<file path="src/rtl/trim_rx_pkg.sv">
// -----------------------------------------------------------------------------
// trim_rx_pkg
// Shared definitions for the serial trim-code receiver:
//   state_t        FSM state encoding (IDLE=0, RECV=1, DONE=2)
//   TRIM_WIDTH_DEF default trim word width
//   BIT_CNT_W      width of the received-bit counter (saturates at BIT_CNT_MAX)
//   sat_inc()      saturating increment for the bit counter
// -----------------------------------------------------------------------------
package trim_rx_pkg;

  typedef enum logic [1:0] {
    ST_IDLE = 2'd0,
    ST_RECV = 2'd1,
    ST_DONE = 2'd2
  } state_t;

  localparam int TRIM_WIDTH_DEF = 12;
  localparam int BIT_CNT_W      = 5;
  localparam logic [BIT_CNT_W-1:0] BIT_CNT_MAX = 5'd31;

  // Bit counter increment that sticks at its maximum instead of wrapping.
  function automatic logic [BIT_CNT_W-1:0] sat_inc(input logic [BIT_CNT_W-1:0] v);
    logic [BIT_CNT_W-1:0] r;
    if (v == BIT_CNT_MAX) begin
      r = v;
    end else begin
      r = v + BIT_CNT_W'(1);
    end
    return r;
  endfunction

endpackage

</file>
<file path="src/rtl/trim_sync.sv">
// -----------------------------------------------------------------------------
// trim_sync
// Brings the asynchronous ENCLK/DIN pins into the CLOCK_50 domain and turns
// ENCLK transitions into single-cycle rise/fall pulses.
// Optional feature macro: TRIM_RX_DEGLITCH_EN -- when defined, the synchronized
// ENCLK level only changes after FILT_CYCLES consecutive equal samples.
// Ports:
//   i_clk    system clock
//   i_rst_n  asynchronous reset, active-low
//   i_enclk  raw serial clock pin (idle low)
//   i_din    raw serial data pin
//   o_din_s  synchronized data (2-FF)
//   o_rise   one-cycle pulse on a detected ENCLK rising edge
//   o_fall   one-cycle pulse on a detected ENCLK falling edge
// -----------------------------------------------------------------------------
module trim_sync
  import trim_rx_pkg::*;
#(
  parameter int FILT_CYCLES = 4
) (
  input  logic i_clk,
  input  logic i_rst_n,
  input  logic i_enclk,
  input  logic i_din,
  output logic o_din_s,
  output logic o_rise,
  output logic o_fall
);

  if (FILT_CYCLES < 1) begin : g_bad_filt
    $error("trim_sync: FILT_CYCLES must be at least 1");
  end

  logic r_enclk_meta;
  logic r_enclk_sync;
  logic r_enclk_prev;
  logic r_din_meta;
  logic r_din_sync;
  logic w_enclk_lvl;

  // Two-stage synchronizers for both pins.
  always_ff @(posedge i_clk or negedge i_rst_n) begin
    if (!i_rst_n) begin
      r_enclk_meta <= 1'b0;
      r_enclk_sync <= 1'b0;
      r_din_meta   <= 1'b0;
      r_din_sync   <= 1'b0;
    end else begin
      r_enclk_meta <= i_enclk;
      r_enclk_sync <= r_enclk_meta;
      r_din_meta   <= i_din;
      r_din_sync   <= r_din_meta;
    end
  end

`ifdef TRIM_RX_DEGLITCH_EN
  localparam int FW = $clog2(FILT_CYCLES) + 1;

  logic          r_enclk_filt;
  logic [FW-1:0] r_filt_cnt;

  // Accept a new ENCLK level only once it has persisted for FILT_CYCLES samples.
  always_ff @(posedge i_clk or negedge i_rst_n) begin
    if (!i_rst_n) begin
      r_enclk_filt <= 1'b0;
      r_filt_cnt   <= {FW{1'b0}};
    end else if (r_enclk_sync == r_enclk_filt) begin
      r_filt_cnt   <= {FW{1'b0}};
    end else if (r_filt_cnt == FW'(FILT_CYCLES - 1)) begin
      r_enclk_filt <= r_enclk_sync;
      r_filt_cnt   <= {FW{1'b0}};
    end else begin
      r_filt_cnt   <= r_filt_cnt + FW'(1);
    end
  end

  assign w_enclk_lvl = r_enclk_filt;
`else
  assign w_enclk_lvl = r_enclk_sync;
`endif

  // Delayed copy of the (possibly filtered) level for edge detection.
  always_ff @(posedge i_clk or negedge i_rst_n) begin
    if (!i_rst_n) begin
      r_enclk_prev <= 1'b0;
    end else begin
      r_enclk_prev <= w_enclk_lvl;
    end
  end

  assign o_din_s = r_din_sync;
  assign o_rise  = w_enclk_lvl & ~r_enclk_prev;
  assign o_fall  = ~w_enclk_lvl & r_enclk_prev;

endmodule

</file>
<file path="src/rtl/trim_rx.sv">
// -----------------------------------------------------------------------------
// trim_rx
// Receiver for the serial ENCLK/DOUT trim-code link. Shifts in DIN LSB-first on
// each detected ENCLK falling edge and, once ENCLK has been quiet for
// IDLE_CYCLES, reports the last WIDTH bits (VALID) or flags a short frame (ERR).
// Optional feature macro: TRIM_RX_DEGLITCH_EN (ENCLK deglitch filter in trim_sync).
// Ports:
//   CLOCK_50   system clock, sole clock of the block
//   RST_N      asynchronous reset, active-low
//   ENCLK      serial clock from the transmitter, asynchronous, idle low
//   DIN        serial data, changes on ENCLK rise
//   TRIM_CODE  last complete received word
//   VALID      one-cycle pulse when TRIM_CODE updates
//   ERR        one-cycle pulse on a frame shorter than WIDTH bits
//   BUSY       high while a frame is in progress
//   BIT_CNT    bits received in the current/last frame, saturating at 31
// -----------------------------------------------------------------------------
module trim_rx
  import trim_rx_pkg::*;
#(
  parameter int WIDTH       = TRIM_WIDTH_DEF,
  parameter int IDLE_CYCLES = 20000000,
  parameter int FILT_CYCLES = 4
) (
  input  logic                 CLOCK_50,
  input  logic                 RST_N,
  input  logic                 ENCLK,
  input  logic                 DIN,
  output logic [WIDTH-1:0]     TRIM_CODE,
  output logic                 VALID,
  output logic                 ERR,
  output logic                 BUSY,
  output logic [BIT_CNT_W-1:0] BIT_CNT
);

  localparam int IDLE_W = $clog2(IDLE_CYCLES + 1);
  localparam logic [IDLE_W-1:0]    IDLE_MAX  = IDLE_W'(IDLE_CYCLES);
  localparam logic [BIT_CNT_W-1:0] WIDTH_CNT = BIT_CNT_W'(WIDTH);

  logic w_din_s;
  logic w_rise;
  logic w_fall;

  state_t                r_state;
  state_t                w_state_nxt;
  logic [WIDTH-1:0]      r_sreg;
  logic [IDLE_W-1:0]     r_idle_cnt;
  logic [BIT_CNT_W-1:0]  r_bit_cnt;
  logic [WIDTH-1:0]      r_code;
  logic                  r_valid;
  logic                  r_err;
  logic                  r_busy;

  trim_sync #(
    .FILT_CYCLES (FILT_CYCLES)
  ) u_sync (
    .i_clk   (CLOCK_50),
    .i_rst_n (RST_N),
    .i_enclk (ENCLK),
    .i_din   (DIN),
    .o_din_s (w_din_s),
    .o_rise  (w_rise),
    .o_fall  (w_fall)
  );

  // FSM state register.
  always_ff @(posedge CLOCK_50 or negedge RST_N) begin
    if (!RST_N) begin
      r_state <= ST_IDLE;
    end else begin
      r_state <= w_state_nxt;
    end
  end

  // Next-state logic; edges seen during DONE are deliberately dropped.
  always_comb begin
    w_state_nxt = r_state;
    case (r_state)
      ST_IDLE: begin
        if (w_rise) begin
          w_state_nxt = ST_RECV;
        end else begin
          w_state_nxt = ST_IDLE;
        end
      end
      ST_RECV: begin
        if (r_idle_cnt == IDLE_MAX) begin
          w_state_nxt = ST_DONE;
        end else begin
          w_state_nxt = ST_RECV;
        end
      end
      ST_DONE: w_state_nxt = ST_IDLE;
      default: w_state_nxt = ST_IDLE;
    endcase
  end

  // Shift register and bit counter: cleared at frame start, advanced on falls.
  always_ff @(posedge CLOCK_50 or negedge RST_N) begin
    if (!RST_N) begin
      r_sreg    <= {WIDTH{1'b0}};
      r_bit_cnt <= {BIT_CNT_W{1'b0}};
    end else if ((r_state == ST_IDLE) && w_rise) begin
      r_sreg    <= {WIDTH{1'b0}};
      r_bit_cnt <= {BIT_CNT_W{1'b0}};
    end else if ((r_state == ST_RECV) && w_fall) begin
      r_sreg    <= {w_din_s, r_sreg[WIDTH-1:1]};
      r_bit_cnt <= sat_inc(r_bit_cnt);
    end else begin
      r_sreg    <= r_sreg;
      r_bit_cnt <= r_bit_cnt;
    end
  end

  // Quiet-time counter: any ENCLK edge restarts it; it parks at IDLE_MAX.
  always_ff @(posedge CLOCK_50 or negedge RST_N) begin
    if (!RST_N) begin
      r_idle_cnt <= {IDLE_W{1'b0}};
    end else if ((r_state != ST_RECV) || w_rise || w_fall) begin
      r_idle_cnt <= {IDLE_W{1'b0}};
    end else if (r_idle_cnt != IDLE_MAX) begin
      r_idle_cnt <= r_idle_cnt + IDLE_W'(1);
    end else begin
      r_idle_cnt <= r_idle_cnt;
    end
  end

  // Frame verdict in DONE plus registered BUSY.
  always_ff @(posedge CLOCK_50 or negedge RST_N) begin
    if (!RST_N) begin
      r_code  <= {WIDTH{1'b0}};
      r_valid <= 1'b0;
      r_err   <= 1'b0;
      r_busy  <= 1'b0;
    end else begin
      r_valid <= 1'b0;
      r_err   <= 1'b0;
      r_busy  <= (w_state_nxt != ST_IDLE);
      if (r_state == ST_DONE) begin
        if (r_bit_cnt >= WIDTH_CNT) begin
          r_code  <= r_sreg;
          r_valid <= 1'b1;
        end else begin
          r_err   <= 1'b1;
        end
      end
    end
  end

  assign TRIM_CODE = r_code;
  assign VALID     = r_valid;
  assign ERR       = r_err;
  assign BUSY      = r_busy;
  assign BIT_CNT   = r_bit_cnt;

endmodule

</file>
<file path="config.mk">
export PLATFORM = sky130hd
export DESIGN_NAME = trim_rx
export DESIGN_NICKNAME = d
export VERILOG_FILES = /design/src/rtl/trim_rx_pkg.sv /design/src/rtl/trim_sync.sv /design/src/rtl/trim_rx.sv
export SDC_FILE = /design/constraint.sdc
export NUM_CORES = 1
export LEC_CHECK = 0
export ABC_AREA = 1
export CELL_PAD_IN_SITES_DETAIL_PLACEMENT = 0
export CELL_PAD_IN_SITES_GLOBAL_PLACEMENT = 2
export CORE_UTILIZATION = 34
export CTS_CLUSTER_SIZE = 14
export DETAILED_ROUTE_END_ITERATION = 10
export PLACE_DENSITY = 0.83
export SYNTH_ARGS = -nofsm -noshare
export SYNTH_HDL_FRONTEND = slang
export SYNTH_SLANG_ARGS = --single-unit
</file>
<file path="constraint.sdc">
create_clock -name CLOCK_50 -period 1.8 [get_ports CLOCK_50]
set_input_delay 0.36 -clock CLOCK_50 [delete_from_list [all_inputs] [get_ports CLOCK_50]]
set_output_delay 0.36 -clock CLOCK_50 [all_outputs]
set_load 0.005 [all_outputs]
</file>
==> parameters.txt <==
Parameter                              Value

Status
  Run status    completed

Timing
  Total negative slack for setup checks    0 ps
  Time the worst path needs with I/O delays and setup    roughly 1700 ps
  Share of the clock period used by the worst path after layout    0.942
  Fin Clk Skew    between 9 and 10 ps
  Pin slew with the least headroom to its limit    between 300 and 400 ps
  Final hold vios    0
  Final Slew Violations    0
  Final setup fails    0
  Setup repair after global routing missed its margin    false
  Remaining max-slew budget at the tightest pin    0.738
  Maximum clock rate    590 MHz
  Final worst setup slack    approximately 100 ps

Route
  1st-pass router iterations    6
  WL/cell    ~13 µm
  DRT antenna net count    0
  Via count normalized by instance count    approximately 4.7
  Via count of the routed design    about 2,500
  Metal-1 WL    around 3.7 mm
  Highest routed metal layer    met4
  Number of DRC violations after detailed routing    0
  First-iteration detailed-routing DRC count    between 150 and 200
  Routed WL    between 7 and 8 mm
  Wire length on met3    just over 200 µm
  Met2 routed wirelength    between 3 and 4 mm

Clock tree
  Number of clock buffers inserted by TritonCTS    9
  Clk pin slew, worst setup/hold paths    roughly 70 ps
  CTS sink count    between 60 and 70
  Maximum root-to-sink buffer count    2
  Clock latency of the later-clocked register in the worst-skew pair    approximately 340 ps
  Cts-stage hold buffer count    0
  Cell at the root of the clock tree    sky130_fd_sc_hd__clkbuf_8
  Depth of the CTS H-tree    3
  CTS tree    done

Logic synthesis
  Simple-gate share of the synthesized area    0.313
  Fraction of synthesized cell area in xor and xnor cells    0.0111
  Net count after synthesis    around 400
  Gate Count Post-Synth    about 400
  Number of synthesized register bits    64
  Sequential area share after synthesis    0.507
  Post-synthesis compound-gate area fraction    0.0729
  Adder-cell share of the synthesized area    0.0198
  Largest family of logic cells by synthesized area    simple AND/OR/NAND/NOR gates
  Mux contribution to synthesized area    0
  Mean instance size in the synthesized netlist    between 7 and 8 µm²
  Cell variety after synth    26
  Yosys Warn Count    0
  Summed instance area of the synthesized netlist    3160 µm²

Place
  Worst slack after detailed placement    176 ps
  Final RePlAce weighted congestion    approximately 0.83
  Buffers on Ports    23
  Detail Placement HPWL    just over 5 mm
  Area after DPL    ~3500 µm²
  Instance count after placement with tap cells included    529

Global route
  Wire length of the first global-routing pass    12.1 mm
  Sum of overflow across all layers after global routing    0
  All-layer global routing usage    0.162
  Pin count of the biggest net entering global routing    65
  Via count of the first global-routing pass    between 2,000 and 2,500
  Number of antenna violations at the first check in global routing    0

Critical path
  Launching element type of the critical path    flip-flop
  Cell type group with the largest total delay on the critical path    buffers and inverters
  Cell type of the slowest stage on the worst timing path    sky130_fd_sc_hd__clkdlybuf4s50_1
  Required time at the worst-slack endpoint    about 1400 ps
  Critical path capture point type    output port
  Crit-path max cell delay    approximately 540 ps
  CP Launch Point    BIT_CNT[3]$_DFFE_PN0P_
  Worst Path Max Fanout    5
  Number of buffer and inverter stages on the critical path    1
  Setup CP Type    flip-flop to output port
  Minimum setup slack among reg-to-reg paths    between 200 and 300 ps
  Launch instance of the worst register-to-register path    BIT_CNT[0]$_DFFE_PN0P_
  Data arrival time of the critical path    about 1300 ps
  Cell breakdown of the critical path    clkdlybuf4s50_1
  Reg2reg end    BIT_CNT[0]$_DFFE_PN0P_
  Depth of the most critical reg-to-reg path    6

Floorplanning
  Initial Util    0.357
  Core outline area    8850 µm²
  Count of boundary I/O pins    24
  Floorplan die area    9680 µm²
  Standard-cell row count    34
  Horizontal die dimension    between 90 and 100 µm
  Vertical die dimension    98.4 µm

Finish
  Highest-count cells in the layout ignoring fill and taps    sky130_fd_sc_hd__nand2_1, sky130_fd_sc_hd__dfrtp_1, sky130_fd_sc_hd__nor2_1, sky130_fd_sc_hd__inv_1, sky130_fd_sc_hd__nand3_1
  Final Instance Count excl. Fillers    ~550
  Post-route cell area    about 3800 µm²
  Commonest non-fill, non-tap cell in the layout    sky130_fd_sc_hd__nand2_1
  Share of final-layout standard cells stronger than drive strength 1    0.108
  Number of filler cells placed in the layout    about 930
  NumNets Final    approximately 440
  Diode insertion count for antenna repair    0
  Area delta synth->final    19.5%

Job
  Max-capacitance violation count    0

Pwr
  Pwr per Cell Area    about 1000 nW/µm²
  Worst ir drop on vdd    0.577 mV
  Final total power    3.77 mW
  Leakage power of the design    around 1.7 nW

Hold path
  Type of the tightest min-delay check    input pin to asynchronous set/reset pin
worst max-delay path by stage:
stage	endpoint	depth (start not counted)
global route	BIT_CNT[2]	1
finish	BIT_CNT[3]	1
detailed placement	BIT_CNT[0]$_DFFE_PN0P_	6
CTS	BIT_CNT[3]	1
global placement	BIT_CNT[1]$_DFFE_PN0P_	6
floorplan	BIT_CNT[0]$_DFFE_PN0P_	6
cell type report:
type,instances,area (µm²),area share
Clock buffer,10,138,0.0365
Clock inverter,6,115,0.0305
Inverter,50,188,0.0497
Multi-Input combinational cell,279,1320,0.350
Sequential cell,64,1600,0.424
Tap cell,108,135,0.0358
Timing Repair Buffer,28,275,0.0729
state kept, by name (all words and copies together) (netlist names), 2 cells and up:
name and flops:
r_idle_cnt 25, BIT_CNT 5, r_sreg 12, r_state 2, TRIM_CODE 12
cells in the mapped netlist:
master	instances	area, µm²
sky130_fd_sc_hd__ha_1	5	62.6
sky130_fd_sc_hd__o21ai_1	4	20.0
sky130_fd_sc_hd__inv_1	47	176
sky130_fd_sc_hd__a21oi_1	9	45.0
sky130_fd_sc_hd__buf_2	5	25.0
sky130_fd_sc_hd__xor2_1	3	26.3
sky130_fd_sc_hd__nand2_1	94	353
sky130_fd_sc_hd__buf_4	1	7.51
sky130_fd_sc_hd__inv_2	3	11.3
sky130_fd_sc_hd__nand3b_1	1	7.51
sky130_fd_sc_hd__nor2_2	10	62.6
sky130_fd_sc_hd__nand3_2	1	10.0
sky130_fd_sc_hd__nand2_4	1	11.3
sky130_fd_sc_hd__clkbuf_2	1	5.00
sky130_fd_sc_hd__nor3_1	4	20.0
sky130_fd_sc_hd__nor3_2	1	10.0
sky130_fd_sc_hd__nand2_2	5	31.3
sky130_fd_sc_hd__nor2_1	63	236
sky130_fd_sc_hd__clkbuf_8	1	13.8
sky130_fd_sc_hd__nor2_4	3	33.8
sky130_fd_sc_hd__nand3_1	34	170
sky130_fd_sc_hd__nand4_1	6	37.5
sky130_fd_sc_hd__dfrtp_1	64	1600
sky130_fd_sc_hd__o21ai_0	33	165
sky130_fd_sc_hd__and3_1	1	6.26
sky130_fd_sc_hd__xnor2_1	1	8.76
routing by layer:
layer,track usage,vias up
met5,0,-
met4,0.0586,0
met3,0.0351,7
met2,0.245,29
met1,0.229,1178
li1,-,1328
what timing repair did:
| item | 4_1_cts | 5_1_grt |
|---|---|---|
| setup buffers | 0 | 0 |
| endpoints found under the setup margin | 0 | 1 |
| resized for setup | 0 | 1 |
worst reg2reg max path, delay by kind of cell (launching register included):
| kind | cells | cell delay [ps] |
|---|---|---|
| adder cells (fa/ha/maj) | 2 | 440 |
| AND/OR/NAND/NOR | 2 | 270 |
| flip-flops | 1 | 410 |
| AO/OA/AOI/OAI | 2 | 330 |
metrics by stage:
stage,utilization,hold WS [ps]
6_report,0.426,11.0
5_1_grt,0.426,47.7
4_1_cts,0.426,39.3
3_5_place_dp,0.397,342
3_3_place_gp,0.397,335
2_1_floorplan,-,64.4
cell families after synthesis:
logic type / after synthesis
AOI/OAI and AO/OA: 46
xor gates and xnor gates: 4
adders and majority gates: 5
buffers and inverters: 58
DFF: 64
and+or+nand+nor: 224
power by group:
group / total [mW] / switching (mW) / leakage, nW / internal [mW]
registers: 1.72 / 0.130 / 0.857 / 1.59
clock network: 1.56 / 0.595 / 0.123 / 0.965
logic: 0.491 / 0.268 / 0.719 / 0.223
Power figures use the tool's default switching activity.
